`src/rtl/odev_uart_tx_if.sv`:
```
// Bundle of the CPU-side write strobe/data and the serial/status outputs of
// the odev0 UART transmitter. The transmitter uses the slave view; the
// driving side (CPU decode or a bench) uses the master view.
interface odev_uart_tx_if;
  logic       wr_bar;
  logic [7:0] din;
  logic       ovr_clr;
  logic       txd;
  logic       busy;
  logic       full;
  logic       empty;
  logic       ovr;
  logic [7:0] status;

  modport master (
    output wr_bar, din, ovr_clr,
    input  txd, busy, full, empty, ovr, status
  );

  modport slave (
    input  wr_bar, din, ovr_clr,
    output txd, busy, full, empty, ovr, status
  );
endinterface

```
`src/rtl/odev_uart_tx.sv`:
```
// odev0 serial transmitter: a small byte FIFO fed by the CPU output-device
// write strobe, drained by an async serializer (8N1, or 8E1 when the
// ODEV_UART_PARITY_EN macro is defined). All outputs come from flops.
module odev_uart_tx #(
  parameter int CLKS_PER_BIT = 16,
  parameter int FIFO_DEPTH   = 4
) (
  input logic             clk,
  input logic             rst,
  odev_uart_tx_if.slave   bus
);

  localparam int PW = $clog2(FIFO_DEPTH);
  localparam int LW = $clog2(FIFO_DEPTH) + 1;
  localparam logic [15:0]   CNT_LOAD  = 16'(CLKS_PER_BIT - 1);
  localparam logic [PW-1:0] PTR_ONE   = PW'(1);
  localparam logic [LW-1:0] LVL_ONE   = LW'(1);
  localparam logic [LW-1:0] LVL_FULL  = LW'(FIFO_DEPTH);

`ifdef ODEV_UART_PARITY_EN
  typedef enum logic [2:0] {
    S_IDLE = 3'd0, S_START = 3'd1, S_DATA = 3'd2, S_STOP = 3'd3, S_PARITY = 3'd4
  } state_t;

  // Even parity over the data byte, latched when the byte is popped.
  function automatic logic even_parity(input logic [7:0] d);
    return ^d;
  endfunction
`else
  typedef enum logic [2:0] {
    S_IDLE = 3'd0, S_START = 3'd1, S_DATA = 3'd2, S_STOP = 3'd3
  } state_t;
`endif

  state_t        state_r, state_s;
  logic [15:0]   cnt_r, cnt_s;
  logic [2:0]    bit_idx_r, bit_idx_s;
  logic [7:0]    shift_r, shift_s;
  logic          txd_r, txd_s;
  logic          busy_r, full_r, empty_r, ovr_r;
  logic [LW-1:0] level_r, level_s;
  logic [PW-1:0] wr_ptr_r, rd_ptr_r;
  logic [7:0]    mem_r [FIFO_DEPTH];
  logic          push_s, pop_s, drop_s;
  logic [3:0]    level4_s;
`ifdef ODEV_UART_PARITY_EN
  logic          parity_r, parity_s;
`endif

  // Serializer next-state: baud countdown, bit stepping, and FIFO pop decision.
  always_comb begin
    state_s   = state_r;
    cnt_s     = cnt_r;
    bit_idx_s = bit_idx_r;
    shift_s   = shift_r;
    pop_s     = 1'b0;
`ifdef ODEV_UART_PARITY_EN
    parity_s  = parity_r;
`endif
    case (state_r)
      S_IDLE: begin
        if (!empty_r) begin
          pop_s   = 1'b1;
          state_s = S_START;
          cnt_s   = CNT_LOAD;
          shift_s = mem_r[rd_ptr_r];
`ifdef ODEV_UART_PARITY_EN
          parity_s = even_parity(mem_r[rd_ptr_r]);
`endif
        end else begin
          cnt_s = 16'd0;
        end
      end
      S_START: begin
        if (cnt_r == 16'd0) begin
          state_s   = S_DATA;
          cnt_s     = CNT_LOAD;
          bit_idx_s = 3'd0;
        end else begin
          cnt_s = cnt_r - 16'd1;
        end
      end
      S_DATA: begin
        if (cnt_r == 16'd0) begin
          cnt_s     = CNT_LOAD;
          shift_s   = {1'b0, shift_r[7:1]};
          bit_idx_s = bit_idx_r + 3'd1;
          if (bit_idx_r == 3'd7) begin
`ifdef ODEV_UART_PARITY_EN
            state_s = S_PARITY;
`else
            state_s = S_STOP;
`endif
          end else begin
            state_s = S_DATA;
          end
        end else begin
          cnt_s = cnt_r - 16'd1;
        end
      end
`ifdef ODEV_UART_PARITY_EN
      S_PARITY: begin
        if (cnt_r == 16'd0) begin
          state_s = S_STOP;
          cnt_s   = CNT_LOAD;
        end else begin
          cnt_s = cnt_r - 16'd1;
        end
      end
`endif
      S_STOP: begin
        if (cnt_r == 16'd0) begin
          // Back-to-back frames: a queued byte goes straight into START.
          if (!empty_r) begin
            pop_s   = 1'b1;
            state_s = S_START;
            cnt_s   = CNT_LOAD;
            shift_s = mem_r[rd_ptr_r];
`ifdef ODEV_UART_PARITY_EN
            parity_s = even_parity(mem_r[rd_ptr_r]);
`endif
          end else begin
            state_s = S_IDLE;
            cnt_s   = 16'd0;
          end
        end else begin
          cnt_s = cnt_r - 16'd1;
        end
      end
      default: begin
        state_s = S_IDLE;
        cnt_s   = 16'd0;
      end
    endcase
  end

  // Line level for the state being entered, so txd can be registered.
  always_comb begin
    txd_s = 1'b1;
    case (state_s)
      S_IDLE:   txd_s = 1'b1;
      S_START:  txd_s = 1'b0;
      S_DATA:   txd_s = shift_s[0];
`ifdef ODEV_UART_PARITY_EN
      S_PARITY: txd_s = parity_s;
`endif
      S_STOP:   txd_s = 1'b1;
      default:  txd_s = 1'b1;
    endcase
  end

  // FIFO accounting: a write into a full FIFO still lands if a pop frees a slot this edge.
  always_comb begin
    push_s  = (!bus.wr_bar) && ((!full_r) || pop_s);
    drop_s  = (!bus.wr_bar) && full_r && (!pop_s);
    level_s = level_r;
    case ({push_s, pop_s})
      2'b10:   level_s = level_r + LVL_ONE;
      2'b01:   level_s = level_r - LVL_ONE;
      default: level_s = level_r;
    endcase
  end

  // Control/status registers with synchronous reset; reset aborts any frame.
  always_ff @(posedge clk) begin
    if (rst) begin
      state_r   <= S_IDLE;
      cnt_r     <= 16'd0;
      bit_idx_r <= 3'd0;
      shift_r   <= 8'd0;
      txd_r     <= 1'b1;
      busy_r    <= 1'b0;
      full_r    <= 1'b0;
      empty_r   <= 1'b1;
      ovr_r     <= 1'b0;
      level_r   <= LW'(0);
      wr_ptr_r  <= PW'(0);
      rd_ptr_r  <= PW'(0);
`ifdef ODEV_UART_PARITY_EN
      parity_r  <= 1'b0;
`endif
    end else begin
      state_r   <= state_s;
      cnt_r     <= cnt_s;
      bit_idx_r <= bit_idx_s;
      shift_r   <= shift_s;
      txd_r     <= txd_s;
      busy_r    <= (state_s != S_IDLE);
      full_r    <= (level_s == LVL_FULL);
      empty_r   <= (level_s == LW'(0));
      level_r   <= level_s;
`ifdef ODEV_UART_PARITY_EN
      parity_r  <= parity_s;
`endif
      if (push_s) begin
        wr_ptr_r <= wr_ptr_r + PTR_ONE;
      end
      if (pop_s) begin
        rd_ptr_r <= rd_ptr_r + PTR_ONE;
      end
      // A drop on the same edge as a clear leaves the flag set.
      if (drop_s) begin
        ovr_r <= 1'b1;
      end else if (bus.ovr_clr) begin
        ovr_r <= 1'b0;
      end
    end
  end

  // FIFO storage; contents need no reset since pointers define validity.
  always_ff @(posedge clk) begin
    if (push_s) begin
      mem_r[wr_ptr_r] <= bus.din;
    end
  end

  assign level4_s   = 4'(level_r);
  assign bus.txd    = txd_r;
  assign bus.busy   = busy_r;
  assign bus.full   = full_r;
  assign bus.empty  = empty_r;
  assign bus.ovr    = ovr_r;
  assign bus.status = {busy_r, full_r, empty_r, ovr_r, level4_s};

endmodule

```
`src/flat_wrapper.sv`:
```
// flat-port wrapper written by rule: the top's interface ports become plain ports
module odev_uart_tx_flat 
#(
  parameter int CLKS_PER_BIT = 16,
  parameter int FIFO_DEPTH   = 4
)
  (clk, rst, bus_wr_bar, bus_din, bus_ovr_clr, bus_txd, bus_busy, bus_full, bus_empty, bus_ovr, bus_status);
  odev_uart_tx_if bus_i ();
  input logic clk;
  input logic rst;
  input wire logic [$bits(bus_i.wr_bar)-1:0] bus_wr_bar;
  input wire logic [$bits(bus_i.din)-1:0] bus_din;
  input wire logic [$bits(bus_i.ovr_clr)-1:0] bus_ovr_clr;
  output wire logic [$bits(bus_i.txd)-1:0] bus_txd;
  output wire logic [$bits(bus_i.busy)-1:0] bus_busy;
  output wire logic [$bits(bus_i.full)-1:0] bus_full;
  output wire logic [$bits(bus_i.empty)-1:0] bus_empty;
  output wire logic [$bits(bus_i.ovr)-1:0] bus_ovr;
  output wire logic [$bits(bus_i.status)-1:0] bus_status;
  assign bus_i.wr_bar = bus_wr_bar;
  assign bus_i.din = bus_din;
  assign bus_i.ovr_clr = bus_ovr_clr;
  assign bus_txd = bus_i.txd;
  assign bus_busy = bus_i.busy;
  assign bus_full = bus_i.full;
  assign bus_empty = bus_i.empty;
  assign bus_ovr = bus_i.ovr;
  assign bus_status = bus_i.status;
  odev_uart_tx #(.CLKS_PER_BIT(CLKS_PER_BIT), .FIFO_DEPTH(FIFO_DEPTH)) u_core (.clk(clk), .rst(rst), .bus(bus_i));
endmodule
```
`config.mk`:
```
export PLATFORM = sky130hd
export DESIGN_NAME = odev_uart_tx_flat
export DESIGN_NICKNAME = d
export VERILOG_FILES = /design/src/rtl/odev_uart_tx_if.sv /design/src/rtl/odev_uart_tx.sv /design/src/flat_wrapper.sv
export SDC_FILE = /design/constraint.sdc
export NUM_CORES = 1
export LEC_CHECK = 0
export CORE_MARGIN = 4
export CORE_UTILIZATION = 49
export DETAILED_ROUTE_END_ITERATION = 6
export PLACE_DENSITY = 0.75
export SETUP_SLACK_MARGIN = 0.05
export SYNTH_ARGS = -nofsm -noshare
export SYNTH_HDL_FRONTEND = slang
export SYNTH_SLANG_ARGS = --single-unit
```
`constraint.sdc`:
```
create_clock -name clk -period 4.1 [get_ports clk]
set_clock_uncertainty 0.15 [all_clocks]
set_input_delay 0.82 -clock clk [delete_from_list [all_inputs] [get_ports clk]]
set_output_delay 0.82 -clock clk [all_outputs]
set_load 0.02 [all_outputs]
```
==> results of run 1 <==
## sequential cells by signal (all words and copies together) (netlist names), named ones only
register / count
u_core.state_r: 3
u_core.cnt_r: 16
u_core.bus.ovr: 1
u_core.wr_ptr_r: 2
u_core.mem_r: 32
u_core.rd_ptr_r: 2
u_core.bus.empty: 1
u_core.level_r: 3
u_core.bus.busy: 1
u_core.shift_r: 8
u_core.bus.txd: 1
u_core.bus.full: 1
u_core.bit_idx_r: 3
## logic make-up (layout without fill, tap and decap cells)
family                   after synthesis  count (layout)
buffers and inverters                 29              51
adder cells (fa/ha/maj)               10              10
AND/OR/NAND/NOR                      100             100
multiplexers                          17              17
AO/OA/AOI/OAI                         44              44
other                                  1               2
XOR/XNOR                              20              20
flip-flops                            76              76
## worst register-to-register path: cells and delay by family (launching register included)
| family | cells | cell delay [ns] |
|---|---|---|
| adder cells (fa/ha/maj) | 3 | 0.78 |
| AND/OR/NAND/NOR | 4 | 1.01 |
| buffers and inverters | 2 | 0.18 |
| XOR/XNOR | 2 | 0.34 |
| flip-flops | 1 | 0.34 |
| AO/OA/AOI/OAI | 3 | 0.56 |
## power by group
group | switching [mW] | internal [mW] | total (mW)
Combinational | 0.258 | 0.259 | 0.517
Clock | 0.306 | 0.298 | 0.604
Sequential | 0.0892 | 0.862 | 0.951
## cells in the final DEF, fill, tap and decap left out, types with 7 or more instances in the layout
cell type        netlist  final
a21oi_1               12     12
inv_1                 11     11
ha_1                   9      9
xor2_1                 9      9
nor3_1                 7      7
nor2_1                41     41
clkbuf_8               0      9
xnor2_1               11     11
dfxtp_1               44     44
nand2_1               16     16
clkdlybuf4s50_1        0     23
mux4_2                 8      8
edfxtp_1              32     32
## synth_stat cells, drive strengths merged (2+ instances only)
library cell  number  area share, %
dfxtp             44             26
nor2              42            4.7
edfxtp            32             28
nand2             17            2.0
a21oi             14            2.3
inv               11            1.2
xnor2             11            2.8
buf               10            1.9
ha                 9            3.3
nor3               9            1.8
xor2               9            2.3
clkbuf             8           0.88
mux4               8            5.3
a222oi             6            1.8
a22o               6            1.5
mux2               6            2.0
o21ai              6           0.88
and2               5           0.92
nand3              4           0.59
nor4               4           0.92
a31oi              3           0.55
mux2i              3           0.88
nor2b              3           0.55
nor3b              3           0.66
o21bai             3           0.77
or3                3           0.70
a21o               2           0.44
nand4              2           0.37
nor4b              2           0.52
or4                2           0.55
## metrics by stage
step / setup WS (ns) / power, mW / instances / instance area [sq um] / hold slack (ns)
after detailed placement: 0.7267 / 1.489 / 384 / 3647 / 0.3289
after global routing: 0.4686 / 2.195 / 400 / 3861 / 0.3714
after floorplan: 1.128 / 1.357 / 298 / 3405 / 0.2993
after global placement: 0.8383 / 1.476 / 384 / 3647 / 0.3178
after CTS: 0.6944 / 2.096 / 400 / 3861 / 0.3414
final: 0.6929 / 2.073 / 400 / 3861 / 0.3371
## final timing paths
| check | from | to | slack, ns | depth (start not counted) |
|---|---|---|---|---|
| worst max-delay path | u_core.cnt_r[0] | u_core.bus.empty | 0.69 | 14 |
| worst min-delay path | u_core.bit_idx_r[1] | u_core.bit_idx_r[1] | 0.34 | 2 |
| worst max register to register | u_core.cnt_r[0] | u_core.bus.empty | 0.69 | 14 |
| worst min register to register | u_core.bit_idx_r[1] | u_core.bit_idx_r[1] | 0.34 | 2 |
## routing by layer
metal | track usage (%) | share of wire, %
met5 | 0 | 0
met4 | 5.276 | 1.3
met3 | 4.722 | 3.9
met2 | 24.59 | 48
met1 | 19.44 | 47
## cell type report
cell class	count	area (sq um)	share of cell area [%]
Multi-Input combinational cell	193	1426	36.94
Tap cell	80	100.1	2.592
Clock buffer	9	123.9	3.208
Sequential cell	76	1842	47.70
Clock inverter	7	90.09	2.333
Inverter	11	41.29	1.069
Timing Repair Buffer	24	237.7	6.157
==> impl_metrics.yaml, run 1 <==
status:
  status: "completed"
timing:
  tightest_slew_ns: 0.7521
  fmax_ghz: 0.2935
  setup_viol: 0
  hold_viol: 0
  fin_tns_setup_ns: 0
  fin_crit_ns: 3.407
  min_period_over_period_pct: 83.10
  max_slew_margin_pct: 49.47
  rsz0062_at_grt: "no"
  slew_viol_final: 0
detailed_routing:
  via_per_inst: 5.525
  routed_wl_microns: 5873
  drtAntennaViolNets: 0
  dr.pass1.iters: 4
  vias: 2210
  wl_per_cell_microns: 14.68
  drc: 0
  drt_iter0_drc: 121
placed_design:
  port_buffers: 23
  place.gp.congestion: 0.7629
  dp.final_hpwl_microns: 4058
clock_network:
  cts_sinks: 76
  cts_resized: 0
  cts_buffers: 9
  htree_levels: 3
  cts_root_buffer: "clkbuf_8"
  hold_buffers: 0
  post_cts_buffers: 0
  path_clk_slew_ns: 0.08
  cts_tree: "done"
  clk_latency_ns: 0.36
  cts_max_path_buffers: 2
yosys:
  synth_cell_types: 52
  async_flop_share_pct: 0
  syn-cell-area_sq_um: 3401
  synthSimpleGateAreaFrac_pct: 15.19
  ys_warn_count: 0
  yosysSeqAreaShare_pct: 54.16
  avgSynthCellArea_sq_um: 11.45
  synth_edf_count: 32
  synthMuxAreaShare_pct: 8.168
  synth-adder-area-share_pct: 3.900
  synthFlopType: "dfxtp_1"
  syn-instance-count: 297
  synth-seq-cells: 76
  synth_top_family_by_area: "simple AND/OR/NAND/NOR gates"
  synth_xor_xnor_area_share_pct: 5.151
  synth_compound_area_share_pct: 9.308
setup_path:
  slowest_delay_ns: 0.48
  critPathMaxFanout: 9
  arrival_ns: 3.55
  worstPathCellList: "inv_1, ha_1, nor4b_1, and4_1, a21oi_2, a21oi_2, inv_1, ha_1, fa_1, xnor2_1, nor2_1, xnor2_1, nor2_1, a21oi_1"
  crit_path_end_kind: "flip-flop"
  crit_slowest_cell: "and4_1"
  path_delay_family: "simple AND/OR/NAND/NOR gates"
  critPathLaunchType: "flip-flop"
  required_ns: 4.24
  path_class: "reg2reg"
  cp_num_buf_inv: 2
die:
  die_w_microns: 91.31
  ios: 25
  die_area_sq_um: 8338
  rows: 30
  initial_core_util_pct: 50.33
  core-area_sq_um: 6756
  die_h_microns: 91.31
cells_and_area:
  nFillCells: 560
  area_growth_pct: 13.54
  drive_gt1_share_pct: 13.44
  post-route-util_pct: 57.15
  nets: 337
  n_antenna_cell: 0
power:
  leakagePower_nw: 1.468
  power_per_cell_area_nw_per_um2: 536.9
  ir_worst_vdd_mv: 0.2645
min_path:
  holdCritPathClass: "reg2reg"
global_route:
  grt_pass1_wl_microns: 9991
  grt_pass1_vias: 2108
  grt_start_max_net_pins: 23
  grt_usage_pct: 15.26
  antenna_found_initial: 0
  grt.overflow.total: 0
flow_run:
  max-cap-violations: 0
No activity file was read; power rests on OpenSTA's default activity.
==> inputs of run 2 (changes only) <==
==> constraint.sdc (replaced) <==
create_clock -name clk -period 3.3 [get_ports clk]
set_clock_uncertainty 0.15 [all_clocks]
set_input_delay 0.66 -clock clk [delete_from_list [all_inputs] [get_ports clk]]
set_output_delay 0.66 -clock clk [all_outputs]
set_load 0.02 [all_outputs]
==> run 2 against run 1 <==
  * Core utilization increased by 0.54 points
  * Clock-buffer cell count unchanged
  * Total power increased by 24%
  * Clock power increased by 20%
  * Combinational power increased by 34%
  * Critical endpoint unchanged
  * Largest cell class unchanged
==> impl_metrics.yaml, run 2 (synthesized netlist as in run 1, its figures left out) <==
status:
  status: "completed"
power:
  fin_total_pwr_mw: 2.570
  power_per_cell_area_nw_per_um2: 659.4
  ir_worst_vdd_mv: 0.5485
  leakagePower_nw: 1.484
global_route:
  grt_pass1_vias: 2187
  antenna_found_initial: 0
  met1_usage_pct: 18.99
  met3_usage_pct: 5.137
  grt_usage_pct: 15.47
  grt.overflow.total: 0
  grt_pass1_wl_microns: 10090
  grt_start_max_net_pins: 22
  top_usage_layer: "met2"
  met2_usage_pct: 24.95
cells_and_area:
  largest_register_ffs: 32
  layout_common_cells: "44 x dfxtp_1, 41 x nor2_1, 32 x edfxtp_1"
  top_register: "u_core.mem_r"
  nets: 342
  post-route-util_pct: 57.69
  n_antenna_cell: 0
  drive_gt1_share_pct: 15.08
  postLayoutCellArea_sq_um: 3897
  final_common_cell: "dfxtp_1"
  top_regs: "u_core.mem_r: 32 flops, u_core.cnt_r: 16 flops, u_core.shift_r: 8 flops"
  area_growth_pct: 14.61
min_path:
  holdCritPathClass: "reg2reg"
  min_path_cells: 2
clock_network:
  cts_sinks: 76
  cts_buffers: 9
  post_cts_buffers: 0
  cts_resized: 0
  clk_latency_ns: 0.35
  cts_max_path_buffers: 2
  cts_root_buffer: "clkbuf_8"
  path_clk_slew_ns: 0.08
  hold_buffers: 0
  htree_levels: 3
  cts_tree: "done"
timing:
  setup_viol: 0
  slew_viol_final: 0
  fin_tns_setup_ns: 0
  fmax_ghz: 0.3354
  max_slew_margin_pct: 55.03
  rsz0062_at_grt: "no"
  tightest_slew_ns: 0.6694
  min_period_over_period_pct: 90.36
  fin_crit_ns: 2.982
  worst_slack_ns: 0.3182
  hold_viol: 0
setup_path:
  arrival_ns: 3.12
  worstSetupEndpoint: "u_core.bus.empty"
  cp_num_buf_inv: 1
  crit_slowest_cell: "nor4_1"
  required_ns: 3.44
  worstReg2RegStart: "u_core.cnt_r[6]"
  r2r_slack_ns: 0.32
  critical_path.startpoint: "u_core.cnt_r[6]"
  critPathLaunchType: "flip-flop"
  path_class: "reg2reg"
  path_depth: 12
  slowest_delay_ns: 0.48
  r2r_end: "u_core.bus.empty"
  path_delay_family: "simple AND/OR/NAND/NOR gates"
  crit_path_end_kind: "flip-flop"
  reg2regPathDepth: 12
  worstPathCellList: "nor4_1, and4_1, a21oi_2, a21oi_2, inv_1, ha_1, fa_1, xnor2_1, nor2_1, xnor2_1, nor2_1, a21oi_1"
  critPathMaxFanout: 6
detailed_routing:
  wl_per_cell_microns: 14.55
  routed_wl_microns: 5893
  drtAntennaViolNets: 0
  drt_iter0_drc: 140
  drc: 0
  dr.pass1.iters: 4
  via_per_inst: 5.484
  vias: 2221
placed_design:
  post_dp_cell_area_sq_um: 3685
  dp.final_hpwl_microns: 4120
  place_ws_ns: 0.2888
  place.gp.congestion: 0.8068
  port_buffers: 23
die:
  initial_core_util_pct: 50.33
  rows: 30
  die_w_microns: 91.31
  die_area_sq_um: 8338
  die_h_microns: 91.31
  ios: 25
  core-area_sq_um: 6756
flow_run:
  max-cap-violations: 0
-- run 2: changes by cell type in the layout (fill, tap and decap cells not counted), sizes merged --
| cell | change |
|---|---|
| clkinvlp | +2 |
| clkinv | -1 |
| buf | +5 |
| inv | -1 |
-- run 2: worst min-delay path by stage --
stage | startpoint | end | slack [ns]
floorplan | u_core.shift_r[7] | u_core.shift_r[7] | 0.30
global placement | u_core.bit_idx_r[1] | u_core.bit_idx_r[1] | 0.32
detailed placement | u_core.bit_idx_r[1] | u_core.bit_idx_r[1] | 0.33
CTS | u_core.bit_idx_r[1] | u_core.bit_idx_r[1] | 0.34
global route | u_core.bit_idx_r[1] | u_core.bit_idx_r[1] | 0.38
finish | u_core.bit_idx_r[1] | u_core.bit_idx_r[1] | 0.34
-- run 2: layer usage --
metal	vias to the layer above	share of wire [%]
li1	1114	-
met1	1058	46
met2	37	48
met3	12	4.0
met4	0	1.5
met5	-	0
-- run 2: per-stage QoR --
step                hold WS (ns)  std cells
CTS                       0.3397        405
detailed placement        0.3281        389
finish                    0.3394        405
global placement          0.3184        389
floorplan                 0.2993        298
global route              0.3788        405
-- run 2: tightest hold or removal path, stage by stage, from the launching register on --
cell and delay, ns:
dfxtp_1 0.34, nand2_1 0.06, a21oi_1 0.05
-- run 2: cell type report --
class,instances,area [sq um]
timing repair buffer,29,275.3
multi-input combinational,193,1433
tap,80,100.1
fill,568,2859
clock buffer,9,123.9
inverter,11,41.29
clock inverter,7,82.58
sequential,76,1842
-- run 2: power by group --
part | switching [mW] | internal (mW)
clock | 0.365 | 0.361
sequential | 0.0815 | 1.07
combinational | 0.352 | 0.340
==> inputs of run 3 (changes only) <==
--- a/config.mk
+++ b/config.mk
@@ -8,7 +8,7 @@
 export CORE_MARGIN = 4
 export CORE_UTILIZATION = 49
 export DETAILED_ROUTE_END_ITERATION = 6
-export PLACE_DENSITY = 0.75
+export PLACE_DENSITY = 0.8
 export SETUP_SLACK_MARGIN = 0.05
 export SYNTH_ARGS = -nofsm -noshare
 export SYNTH_HDL_FRONTEND = slang
==> run 3 against run 2 <==
  * Clock power hardly changed
  * Register-to-register slack better by 0.02 ns
  * Fmax is 0.61% higher
  * Critical path depth is 2 higher
  * Setup slack better by 0.018 ns
  * Core utilization is 0.11 points higher
  * Die area stayed put
  * Combinational power is 2% higher
  * Flip-flop and latch count stayed put
  * Non-clock buffer count stayed put
  * Sequential power hardly changed
==> impl_metrics.yaml, run 3 (synthesized netlist as in run 1, its figures left out) <==
timing:
  max_slew_margin_pct: 49.16
  fin_crit_ns: 2.964
  fmax_ghz: 0.3374
  rsz0062_at_grt: "no"
  fin_tns_setup_ns: 0
  slew_viol_final: 0
  hold_slack_ns: 0.3295
  hold_viol: 0
  tightest_slew_ns: 0.7568
  min_period_over_period_pct: 89.81
  setup_viol: 0
detailed_routing:
  via_per_inst: 5.519
  dr.pass1.iters: 4
  drtAntennaViolNets: 0
  wl_per_cell_microns: 15.13
  vias: 2235
  drt_iter0_drc: 200
  routed_wl_microns: 6129
  drc: 0
cells_and_area:
  top_register: "u_core.mem_r"
  drive_gt1_share_pct: 15.38
  final_common_cell: "dfxtp_1"
  postLayoutCellArea_sq_um: 3905
  nets: 342
  layout_common_cells: "44 x dfxtp_1, 41 x nor2_1, 32 x edfxtp_1"
  n_antenna_cell: 0
  largest_register_ffs: 32
  area_growth_pct: 14.83
  finalNonFillerCells: 405
  top_regs: "u_core.mem_r: 32 flops, u_core.cnt_r: 16 flops, u_core.shift_r: 8 flops"
flow_run:
  max-cap-violations: 0
clock_network:
  cts_resized: 0
  post_cts_buffers: 0
  cts_root_buffer: "clkbuf_8"
  cts_buffers: 9
  hold_buffers: 0
  path_clk_slew_ns: 0.08
  cts_tree: "done"
  htree_levels: 3
  cts_max_path_buffers: 2
  clk_latency_ns: 0.35
  cts_sinks: 76
power:
  power_per_cell_area_nw_per_um2: 662.8
  ir_worst_vdd_mv: 0.3385
  fin_total_pwr_mw: 2.588
  leakagePower_nw: 1.488
global_route:
  grt_usage_pct: 16.34
  grt_pass1_wl_microns: 10850
  grt_pass1_vias: 2283
  grt.overflow.total: 0
  grt_start_max_net_pins: 22
  antenna_found_initial: 0
die:
  ios: 25
  die_w_microns: 91.31
  rows: 30
  initial_core_util_pct: 50.33
  die_h_microns: 91.31
  die_area_sq_um: 8338
  core-area_sq_um: 6756
placed_design:
  placed_cells: 389
  dp.final_hpwl_microns: 4266
  post_dp_cell_area_sq_um: 3685
  place.gp.congestion: 0.7945
  port_buffers: 23
status:
  status: "completed"
setup_path:
  critPathLaunchType: "flip-flop"
  path_class: "reg2reg"
  required_ns: 3.43
  critPathMaxFanout: 3
  crit_path_end_kind: "flip-flop"
  arrival_ns: 3.09
min_path:
  holdCritPathClass: "reg2reg"
[run 3: cell types whose count changed in the layout (fill, tap and decap cells not counted)]
cell        before  now
nor4_2           1    2
inv_6            2    1
nor4_1           3    2
clkinvlp_4       2    1
clkinv_4         1    3
[run 3: through the flow]
stage / setup WS (ns) / util (%)
final: 0.3364 / 57.80
after global routing: 0.06059 / 57.80
after CTS: 0.2140 / 57.61
after detailed placement: 0.2465 / 54.54
after global placement: 0.4093 / 54.54
after floorplan: 0.3280 / -
[run 3: layer usage]
layer / track usage (%) / up-vias / share of wire, %
met3: 5.800 / 7 / 4.6
met1: 19.64 / 1072 / 44
met5: 0 / - / 0
li1: - / 1113 / -
met4: 5.276 / 0 / 0.90
met2: 27.35 / 43 / 51
[run 3: worst paths after layout]
check	depth (start not counted)	slack, ns	from	to
setup reg to reg	14	0.34	u_core.cnt_r[0]	u_core.bus.empty
hold / removal	2	0.33	u_core.shift_r[7]	u_core.shift_r[7]
setup / recovery	14	0.34	u_core.cnt_r[0]	u_core.bus.empty
hold reg to reg	2	0.33	u_core.shift_r[7]	u_core.shift_r[7]
[run 3: power breakdown]
group	leakage (nW)	switching, mW	internal [mW]	total [mW]
clock	0.102	0.365	0.361	0.726
combinational	0.735	0.364	0.340	0.704
sequential	0.651	0.0876	1.07	1.16
[run 3: area by class of cell]
type / instances / area [sq um]
clock inverters: 7 / 83.83
flip-flops and latches: 76 / 1842
clock buffers: 9 / 123.9
repair buffers: 29 / 275.3
fillers: 558 / 2851
inverters: 11 / 41.29
multi-input cells: 193 / 1439
well taps: 80 / 100.1
[run 3: critical path, cell delays in order, from the launching register on]
cell and delay [ns]:
dfxtp_1 0.34, inv_1 0.09, ha_1 0.15, nor4b_2 0.26, and4_1 0.30, a21oi_2 0.10
a21oi_2 0.20, inv_1 0.06, ha_1 0.23, fa_1 0.38, xnor2_1 0.16, nor2_1 0.06
xnor2_1 0.20, nor2_1 0.09, a21oi_1 0.13
